<file path="src/rtl/dp_pkg.sv">
// ============================================================================
//  Module  : dp_pkg
//  Brief   : Shared opcodes, strobe indices and sequencer state encoding for
//            the accumulator datapath control sequencer.
//  Revision: 1.0
// ============================================================================
`default_nettype none

package dp_pkg;

    localparam logic [3:0] OP_NOP  = 4'h0;
    localparam logic [3:0] OP_LDA  = 4'h1;
    localparam logic [3:0] OP_ADD  = 4'h2;
    localparam logic [3:0] OP_ADDI = 4'h3;
    localparam logic [3:0] OP_SUB  = 4'h4;
    localparam logic [3:0] OP_SUBI = 4'h5;
    localparam logic [3:0] OP_AND  = 4'h6;
    localparam logic [3:0] OP_OR   = 4'h7;
    localparam logic [3:0] OP_XOR  = 4'h8;
    localparam logic [3:0] OP_NOT  = 4'h9;
    localparam logic [3:0] OP_SHL  = 4'hA;
    localparam logic [3:0] OP_SHR  = 4'hB;

    localparam int NUM_STROBES  = 12;
    localparam int SB_LOAD_ACCU = 0;
    localparam int SB_ARITH_MEM = 1;
    localparam int SB_ADD       = 2;
    localparam int SB_ADDI      = 3;
    localparam int SB_SUB       = 4;
    localparam int SB_SUBI      = 5;
    localparam int SB_AND       = 6;
    localparam int SB_OR        = 7;
    localparam int SB_XOR       = 8;
    localparam int SB_NOT       = 9;
    localparam int SB_SHL       = 10;
    localparam int SB_SHR       = 11;

    typedef logic [NUM_STROBES-1:0] strobe_t;

    typedef enum logic [2:0] {
        ST_IDLE   = 3'd0,
        ST_DECODE = 3'd1,
        ST_MREQ   = 3'd2,
        ST_LOAD   = 3'd3,
        ST_EXEC   = 3'd4,
        ST_DONE   = 3'd5
    } state_t;

    function automatic strobe_t strobe_bit(input int idx);
        return strobe_t'(1) << idx;
    endfunction

endpackage

`default_nettype wire

</file>
<file path="src/rtl/dp_seq_decode.sv">
// ============================================================================
//  Module  : dp_seq_decode
//  Brief   : Combinational opcode decoder: one-hot op strobe, memory-operand
//            flag and illegal-opcode flag.
//  Revision: 1.0
// ============================================================================
`default_nettype none

module dp_seq_decode
    import dp_pkg::*;
(
    input  logic [3:0] opcode,
    output strobe_t    op_strobes,
    output logic       needs_mem,
    output logic       is_illegal
);

    always_comb begin
        op_strobes = '0;
        needs_mem  = 1'b0;
        is_illegal = 1'b0;
        case (opcode)
            OP_NOP:  ;
            OP_LDA:  op_strobes = strobe_bit(SB_LOAD_ACCU);
            OP_ADD:  begin op_strobes = strobe_bit(SB_ADD); needs_mem = 1'b1; end
            OP_ADDI: op_strobes = strobe_bit(SB_ADDI);
            OP_SUB:  begin op_strobes = strobe_bit(SB_SUB); needs_mem = 1'b1; end
            OP_SUBI: op_strobes = strobe_bit(SB_SUBI);
            OP_AND:  begin op_strobes = strobe_bit(SB_AND); needs_mem = 1'b1; end
            OP_OR:   begin op_strobes = strobe_bit(SB_OR);  needs_mem = 1'b1; end
            OP_XOR:  begin op_strobes = strobe_bit(SB_XOR); needs_mem = 1'b1; end
            OP_NOT:  begin op_strobes = strobe_bit(SB_NOT); needs_mem = 1'b1; end
            OP_SHL:  begin op_strobes = strobe_bit(SB_SHL); needs_mem = 1'b1; end
            OP_SHR:  begin op_strobes = strobe_bit(SB_SHR); needs_mem = 1'b1; end
            default: is_illegal = 1'b1;
        endcase
    end

endmodule

`default_nettype wire

</file>
<file path="src/rtl/dp_seq.sv">
// ============================================================================
//  Module  : dp_seq
//  Brief   : Control sequencer for the 8-bit accumulator datapath. Accepts one
//            instruction, fetches a memory operand if needed, and issues the
//            datapath strobes one per cycle. Optional: DP_SEQ_TIMEOUT_EN
//            bounds the mem_ack wait and reports a timeout as illegal.
//  Revision: 1.0
// ============================================================================
`default_nettype none

module dp_seq
    import dp_pkg::*;
#(
    parameter logic [7:0] MEM_BASE    = 8'hF0,
    parameter int         TIMEOUT_CYC = 15
)(
    input  logic       clka,
    input  logic       restart,
    input  logic       instr_valid,
    input  logic [7:0] instr,
    output logic       instr_ready,
    output logic       mem_req,
    output logic [7:0] mem_addr,
    input  logic       mem_ack,
    output logic       in_load_accu,
    output logic       in_arithMemory,
    output logic       in_add,
    output logic       in_addi,
    output logic       in_sub,
    output logic       in_subi,
    output logic       in_and,
    output logic       in_or,
    output logic       in_xor,
    output logic       in_not,
    output logic       shiftl,
    output logic       shiftr,
    output logic       in_imm,
    output logic       busy,
    output logic       done,
    output logic       illegal
);

    state_t     r_state;
    state_t     w_state_next;
    logic [7:0] r_instr;
    strobe_t    r_strobes;
    strobe_t    w_strobes_next;
    strobe_t    w_op_strobes;
    logic       w_needs_mem;
    logic       w_is_illegal;
    logic       w_timeout;

    dp_seq_decode u_decode (
        .opcode     (r_instr[7:4]),
        .op_strobes (w_op_strobes),
        .needs_mem  (w_needs_mem),
        .is_illegal (w_is_illegal)
    );

`ifdef DP_SEQ_TIMEOUT_EN
    localparam int CNT_W = $clog2(TIMEOUT_CYC + 1);
    logic [CNT_W-1:0] r_wait_cnt;

    // Held at zero outside MREQ, so every MREQ entry starts a fresh count.
    always_ff @(posedge clka or posedge restart) begin
        if (restart)
            r_wait_cnt <= '0;
        else if (r_state != ST_MREQ)
            r_wait_cnt <= '0;
        else
            r_wait_cnt <= r_wait_cnt + CNT_W'(1);
    end

    assign w_timeout = (r_state == ST_MREQ) && !mem_ack &&
                       (r_wait_cnt == CNT_W'(TIMEOUT_CYC - 1));
`else
    logic w_unused_timeout_cfg;
    assign w_unused_timeout_cfg = (TIMEOUT_CYC > 0);
    assign w_timeout            = 1'b0;
`endif

    always_comb begin
        w_state_next = r_state;
        case (r_state)
            ST_IDLE:   if (instr_valid) w_state_next = ST_DECODE;
            ST_DECODE: begin
                if (w_is_illegal)             w_state_next = ST_DONE;
                else if (w_needs_mem)         w_state_next = ST_MREQ;
                else if (w_op_strobes != '0)  w_state_next = ST_EXEC;
                else                          w_state_next = ST_DONE;
            end
            ST_MREQ: begin
                if (mem_ack)        w_state_next = ST_LOAD;
                else if (w_timeout) w_state_next = ST_DONE;
            end
            ST_LOAD:   w_state_next = ST_EXEC;
            ST_EXEC:   w_state_next = ST_DONE;
            ST_DONE:   w_state_next = ST_IDLE;
            default:   w_state_next = ST_IDLE;
        endcase
    end

    always_comb begin
        w_strobes_next = '0;
        if (w_state_next == ST_LOAD)
            w_strobes_next = strobe_bit(SB_ARITH_MEM);
        else if (w_state_next == ST_EXEC)
            w_strobes_next = w_op_strobes;
    end

    // Outputs are registered from the next state so each one lines up
    // exactly with the state it belongs to.
    always_ff @(posedge clka or posedge restart) begin
        if (restart) begin
            r_state     <= ST_IDLE;
            r_instr     <= '0;
            r_strobes   <= '0;
            mem_req     <= 1'b0;
            mem_addr    <= '0;
            busy        <= 1'b0;
            done        <= 1'b0;
            illegal     <= 1'b0;
            instr_ready <= 1'b1;
        end else begin
            r_state   <= w_state_next;
            r_strobes <= w_strobes_next;
            if (r_state == ST_IDLE && instr_valid)
                r_instr <= instr;
            if (r_state == ST_DECODE && w_state_next == ST_MREQ)
                mem_addr <= MEM_BASE + {4'h0, r_instr[3:0]};
            mem_req     <= (w_state_next == ST_MREQ);
            busy        <= (w_state_next != ST_IDLE);
            instr_ready <= (w_state_next == ST_IDLE);
            done        <= (w_state_next == ST_DONE);
            illegal     <= (w_state_next == ST_DONE) && (w_is_illegal || w_timeout);
        end
    end

    assign in_imm         = r_instr[0];
    assign in_load_accu   = r_strobes[SB_LOAD_ACCU];
    assign in_arithMemory = r_strobes[SB_ARITH_MEM];
    assign in_add         = r_strobes[SB_ADD];
    assign in_addi        = r_strobes[SB_ADDI];
    assign in_sub         = r_strobes[SB_SUB];
    assign in_subi        = r_strobes[SB_SUBI];
    assign in_and         = r_strobes[SB_AND];
    assign in_or          = r_strobes[SB_OR];
    assign in_xor         = r_strobes[SB_XOR];
    assign in_not         = r_strobes[SB_NOT];
    assign shiftl         = r_strobes[SB_SHL];
    assign shiftr         = r_strobes[SB_SHR];

endmodule

`default_nettype wire

</file>
<file path="config.mk">
export PLATFORM = sky130hd
export DESIGN_NAME = dp_seq
export DESIGN_NICKNAME = d
export VERILOG_FILES = /design/src/rtl/dp_pkg.sv /design/src/rtl/dp_seq_decode.sv /design/src/rtl/dp_seq.sv
export SDC_FILE = /design/constraint.sdc
export NUM_CORES = 1
export LEC_CHECK = 0
export ABC_AREA = 1
export CORE_ASPECT_RATIO = 0.6
export CORE_MARGIN = 1
export CORE_UTILIZATION = 42
export CTS_CLUSTER_DIAMETER = 200
export CTS_CLUSTER_SIZE = 8
export DETAILED_ROUTE_END_ITERATION = 10
export PLACE_DENSITY_LB_ADDON = 0.25
export SKIP_CTS_REPAIR_TIMING = 1
export SLEW_MARGIN = 20
export SYNTH_ARGS = -nofsm -noshare
export SYNTH_HDL_FRONTEND = slang
export SYNTH_SLANG_ARGS = --single-unit
</file>
<file path="constraint.sdc">
create_clock -name clka -period 1.45 [get_ports clka]
set_input_delay 0.29 -clock clka [delete_from_list [all_inputs] [get_ports clka]]
set_output_delay 0.29 -clock clka [all_outputs]
set_load 0.02 [all_outputs]
</file>
### Word-level counts from Yosys, hierarchy flattened

Cells that the tools add are included.

* bits in registers: 36
* latch bits: 0
* memory bits (writable): 0
* bits in read-only memories: 0
* output and inout port bits: 26
* memories: 0

* add/sub/neg operators: 1
* multiply operators: 0
* div/mod/pow operators: 0
* magnitude comparators: 0
* equality and inequality tests: 19
* shift operators: 0
* mux-type cells: 11
* bitwise logic cells: 0
* reduce and logical (&&, ||, !) cells: 10

Operator list (count)
* case mux 12 bit (11 select lines): 1
* 2-to-1 mux 12 bit: 2
* equality test 4 x 3 -> 1 bit (second input constant): 4
* equality test 4 bit (second input constant): 4
* case mux 3 bit (5 select lines): 1
* equality test 3 x 2 -> 1 bit (second input constant): 4
* 2-to-1 mux 3 bit: 4
* nonzero test 12 bit: 1
* OR reduction 12 bit: 1
* equality test 3 bit (second input constant): 3
* equality test 4 x 2 -> 1 bit (second input constant): 2
* OR reduction 8 bit: 1
* adder 5 x 5 -> 6 bit (first input constant): 1
* zero test 3 bit: 2
* equality test 4 x 1 -> 1 bit (second input constant): 1
* zero test 4 bit: 1
* equality test 3 x 1 -> 1 bit (second input constant): 1
* logical AND 1 bit: 3
* 2-to-1 mux 1 bit: 3
* nonzero test 3 bit: 1

### Logic depth before layout (Yosys ltp)

* depth after elaboration: 10
* depth in mapped cells: 10
* depth with buffers taken out: 9

### Modules after synthesis

A second synthesis with hierarchy kept.

* cell total of the unflattened synthesis: 162
* area total of the unflattened synthesis: 1445.1 µm²

Modules (own cells, without submodules)
* dp_seq: instances 1, cells each 132, area each 1317.5 µm², seq. area each 827.0 µm²
* dp_seq_decode: instances 1, cells each 30, area each 127.6 µm², seq. area each 0.0 µm²

### Worst setup path after synthesis

OpenSTA, ideal clock, no wires.

* path kind: register to register
* start point: reg r_state[1]
* end point: reg r_strobes[10]
* library setup time: 0.116 ns
* data arrival time: 1.212 ns
* data required time: 1.334 ns
* path slack: 0.122 ns
* cell stages (with the launch flop): 8
* buffers on the path: 1
* cells stage by stage: dfrtp_1 nor3_4 nand2_1 nand3_4 nor2_4 nand2_2 buf_6 nor2_2

* cells in the longest elaborated chain, start to end: 5
* elaborated cells on any way between the ends: 12
* those cells by class: 6 x eq/ne; 5 x mux; 1 x reduce/logical

RTL lines
* from (decl): line dp_seq.sv:43 `state_t r_state;`
* from (signal assigned): line dp_seq.sv:125 `r_state <= w_state_next;`
* equality test 3 bit (tied with other cells): line dp_seq.sv:84 `case (r_state)`
* case mux 3 bit (5 select lines) (*): line dp_seq.sv:84
* named net w_state_next[0]: line dp_seq.sv:44 `state_t w_state_next;`
* equality test 3 bit: line dp_seq.sv:107 `else if (w_state_next == ST_EXEC)`
* 2-to-1 mux 12 bit: line dp_seq.sv:107
* 2-to-1 mux 12 bit (*): line dp_seq.sv:105 `if (w_state_next == ST_LOAD)`
* named net w_strobes_next[10]: line dp_seq.sv:47 `strobe_t w_strobes_next;`
* to (signal assigned): line dp_seq.sv:126 `r_strobes <= w_strobes_next;`
* to (decl): line dp_seq.sv:46 `strobe_t r_strobes;`

Mark *: on every way through the listed nets, which the timed path passes. The rest lies on a longest branch.
A chain may end at the register's enable or synchronous reset.

### Worst setup path after layout

* start point: reg r_state[0]
* end point: reg mem_addr[2]

* cells in the longest elaborated chain, start to end: 4
* elaborated cells on any way between the ends: 10
* those cells by class: 5 x eq/ne; 3 x mux; 2 x reduce/logical

RTL lines
* equality test 3 bit (tied with other cells): line dp_seq.sv:84
* case mux 3 bit (5 select lines): line dp_seq.sv:84
* equality test 3 x 2 -> 1 bit: line dp_seq.sv:129 `if (r_state == ST_DECODE && w_state_next == ST_MREQ)`
* logical AND 1 bit (*): line dp_seq.sv:129
* to (signal assigned): line dp_seq.sv:130 `mem_addr <= MEM_BASE + {4'h0, r_instr[3:0]};`
* to (decl): line dp_seq.sv:23 `output logic [7:0] mem_addr,`

Mark *: on every way between the ends. The rest lies on a longest branch, timed or not.

==> flow_summary.json <==
{
  "grt_usage_pct": 16.6,
  "outcome": "finished, final reports clean",
  "utilization_pct": 68.5,
  "place.gp.congestion": 0.836,
  "synthCells": 134,
  "synth_top_flop_cell": "dfrtp_1",
  "synth_warnings": 0,
  "end_kind": "flop",
  "dp_cells": 220,
  "critPathBufInv": 3,
  "grt_pass1_vias": 914,
  "vias": 1062,
  "worstSkewPairLatency_ps": 280,
  "crit_path_start_kind": "flop",
  "die_area_sq_um": 3570,
  "area_delta_synth_final_pct": 47.9,
  "die_w_um": 76.5,
  "clk_pin_slew_ps": 60,
  "ff2ff_setup_slack_ps": 60,
  "crit_arrival_ps": 1610,
  "r2r_cells": 7,
  "synth-edff-count": 0,
  "drcViolationCount": 0,
  "powerDensity_nw_per_um2": 1940,
  "finalInstanceArea_sq_um": 2070,
  "min_path_type": "in -> async",
  "period_share_pct": 96.1,
  "multiInputGateArea_sq_um": 509,
  "slew_headroom_pct": 79.1,
  "irDropWorstVdd_v": 0.00100,
  "initial_core_util_pct": 46.3,
  "diodes": 0,
  "synth-seq-area-share_pct": 59.1,
  "clock_sinks": 33,
  "worst_pin_slew_ps": 312,
  "leakage_nw": 1.30,
  "regToRegStartpoint": "r_state[0]$_DFF_PP0_",
  "ioPinCount": 38,
  "ys_types": 25,
  "hold_viol": 0,
  "path_cells": "inv_2 > nor3_4 > nand3_4 > buf_4 > inv_1 > nand2_1 > nand2_1",
  "drive_gt1_share_pct": 31.0,
  "slew_violations": 0,
  "critPathMaxFanout": 6,
  "drtPass1Iterations": 4,
  "fin_cells": 229,
  "fillers": 209,
  "setup_violations": 0,
  "crit_cells": 7,
  "path_delay_family": "simple AND/OR/NAND/NOR gates",
  "detailed_place.area_sq_um": 1890,
  "grt_pass1_wl_mm": 4.17,
  "place_ws_ps": -172,
  "final_nets": 198,
  "cts.path.max_buffers": 2,
  "rows": 15,
  "hpwlAfterDp_mm": 2.00,
  "cap_violations": 0,
  "vias_per_cell": 4.64,
  "finClkSkew_ps": 4.89,
  "critPathRequiredTime_ps": 1670,
  "critical_path.max_stage_delay_ps": 390,
  "drt_wl_total_mm": 2.76,
  "synthArstFlopShare_pct": 100,
  "regArea_sq_um": 831,
  "numCtsBuffers": 5,
  "core_area_sq_um": 3020,
  "syn_nets": 146,
  "postRouteAntennaNets": 0,
  "worstSetupPathType": "reg -> reg",
  "max_freq_ghz": 0.718,
  "slowest_stage": "dfrtp_2",
  "power_mw": 4.01,
  "first_iter_violations": 81,
  "avgSynthCellArea_sq_um": 10.4,
  "synth-seq-cells": 33,
  "antenna_found_initial": 0,
  "timing.final.ws_setup_ps": 56.5,
  "min_period_ps": 1390,
  "cp-startpoint": "r_state[0]$_DFF_PP0_",
  "cts_tree": "built",
  "clockRootBuffer": "clkbuf_8",
  "wl_per_cell_um": 12.0,
  "place.port_buffers": 37,
  "grt_max_degree": 34,
  "grt-ovfl-total": 0,
  "die_h_um": 46.7,
  "htree_levels": 2,
  "cpMostUsedCell": "nand2_1",
  "synth_area_sq_um": 1400
}
synth_stat cells, types with 2 or more instances:
| library cell | count | area, sq um |
|---|---|---|
| mux2_4 | 2 | 30.0 |
| inv_1 | 11 | 41.3 |
| nand3_4 | 2 | 35.0 |
| buf_4 | 3 | 22.5 |
| a21oi_1 | 6 | 30.0 |
| nand3_1 | 3 | 15.0 |
| nor2_2 | 11 | 68.8 |
| mux2_2 | 2 | 22.5 |
| dfrtp_1 | 32 | 801 |
| nand2_2 | 2 | 12.5 |
| inv_2 | 2 | 7.51 |
| nor2_1 | 10 | 37.5 |
| nand2_1 | 35 | 131 |
| nor2_4 | 2 | 22.5 |
state kept, by name (all words and copies together) (netlist names):
name / count
mem_addr: 5
instr_ready: 1
mem_req: 1
r_strobes: 12
r_instr: 8
illegal: 1
busy: 1
done: 1
r_state: 3
area by class of cell:
class	count	share of cell area (%)
clock buffer	6	3.51
clock inverter	2	0.484
inverter	13	2.36
multi-input combinational	83	24.6
sequential	33	40.1
tap	42	2.54
timing repair buffer	50	26.4
per-stage QoR:
| step | TNS [ps] | hold WS (ps) |
|---|---|---|
| 5_1_grt | -96.0 | 364 |
| 6_report | 0 | 343 |
| 3_3_place_gp | -1150 | 454 |
| 3_5_place_dp | -2070 | 458 |
| 2_1_floorplan | 0 | 418 |
| 4_1_cts | -2180 | 346 |
final timing paths:
| kind | to |
|---|---|
| max reg2reg | mem_addr[2]$_DFFE_PP0P_ |
| min | r_state[2]$_DFF_PP0_ |
| max | mem_addr[2]$_DFFE_PP0P_ |
| min reg2reg | mem_addr[3]$_DFFE_PP0P_ |
| max in group asynchronous | instr_ready$_DFF_PP1_ |
| min in group clka | mem_addr[3]$_DFFE_PP0P_ |
layer usage:
metal | up-vias | part of all wire [%] | GRT usage (%)
met1 | 503 | 43 | 20.5
met3 | 8 | 5.7 | 5.94
met5 | - | 0 | 0
met4 | 0 | 2.6 | 11.5
li1 | 514 | - | -
met2 | 37 | 49 | 25.6
logic make-up (layout without fill, tap and decap cells):
family	after synthesis	after routing	synth area share, %
compound gates	8	8	3.40
flops	33	33	59.1
mux	4	4	3.76
buf+inv	18	71	6.26
simple gates	71	71	27.5
where the power goes:
part | internal, mW | leakage, nW | total [mW] | switching (mW)
Sequential | 1.22 | 0.414 | 1.41 | 0.189
Clock | 0.332 | 0.0450 | 0.639 | 0.308
Combinational | 0.822 | 0.844 | 1.96 | 1.14
worst min-delay path, stage by stage:
cell	delay (ps)
clkdlybuf4s50_1	390
inv_1	90
buf_12	210
cells in the final DEF (no fill, tap or decap), types with 3 or more instances in the layout:
| cell | instances |
|---|---|
| clkdlybuf4s50_1 | 11 |
| dfrtp_2 | 3 |
| dfrtp_1 | 29 |
| nor2_1 | 9 |
| buf_4 | 12 |
| nor2_2 | 11 |
| inv_2 | 3 |
| dlymetal6s2s_1 | 26 |
| inv_1 | 10 |
| nand2_1 | 34 |
| clkbuf_8 | 5 |
| nor2_4 | 3 |
| a21oi_1 | 6 |
Note: power is estimated with default switching activity, not from simulation.
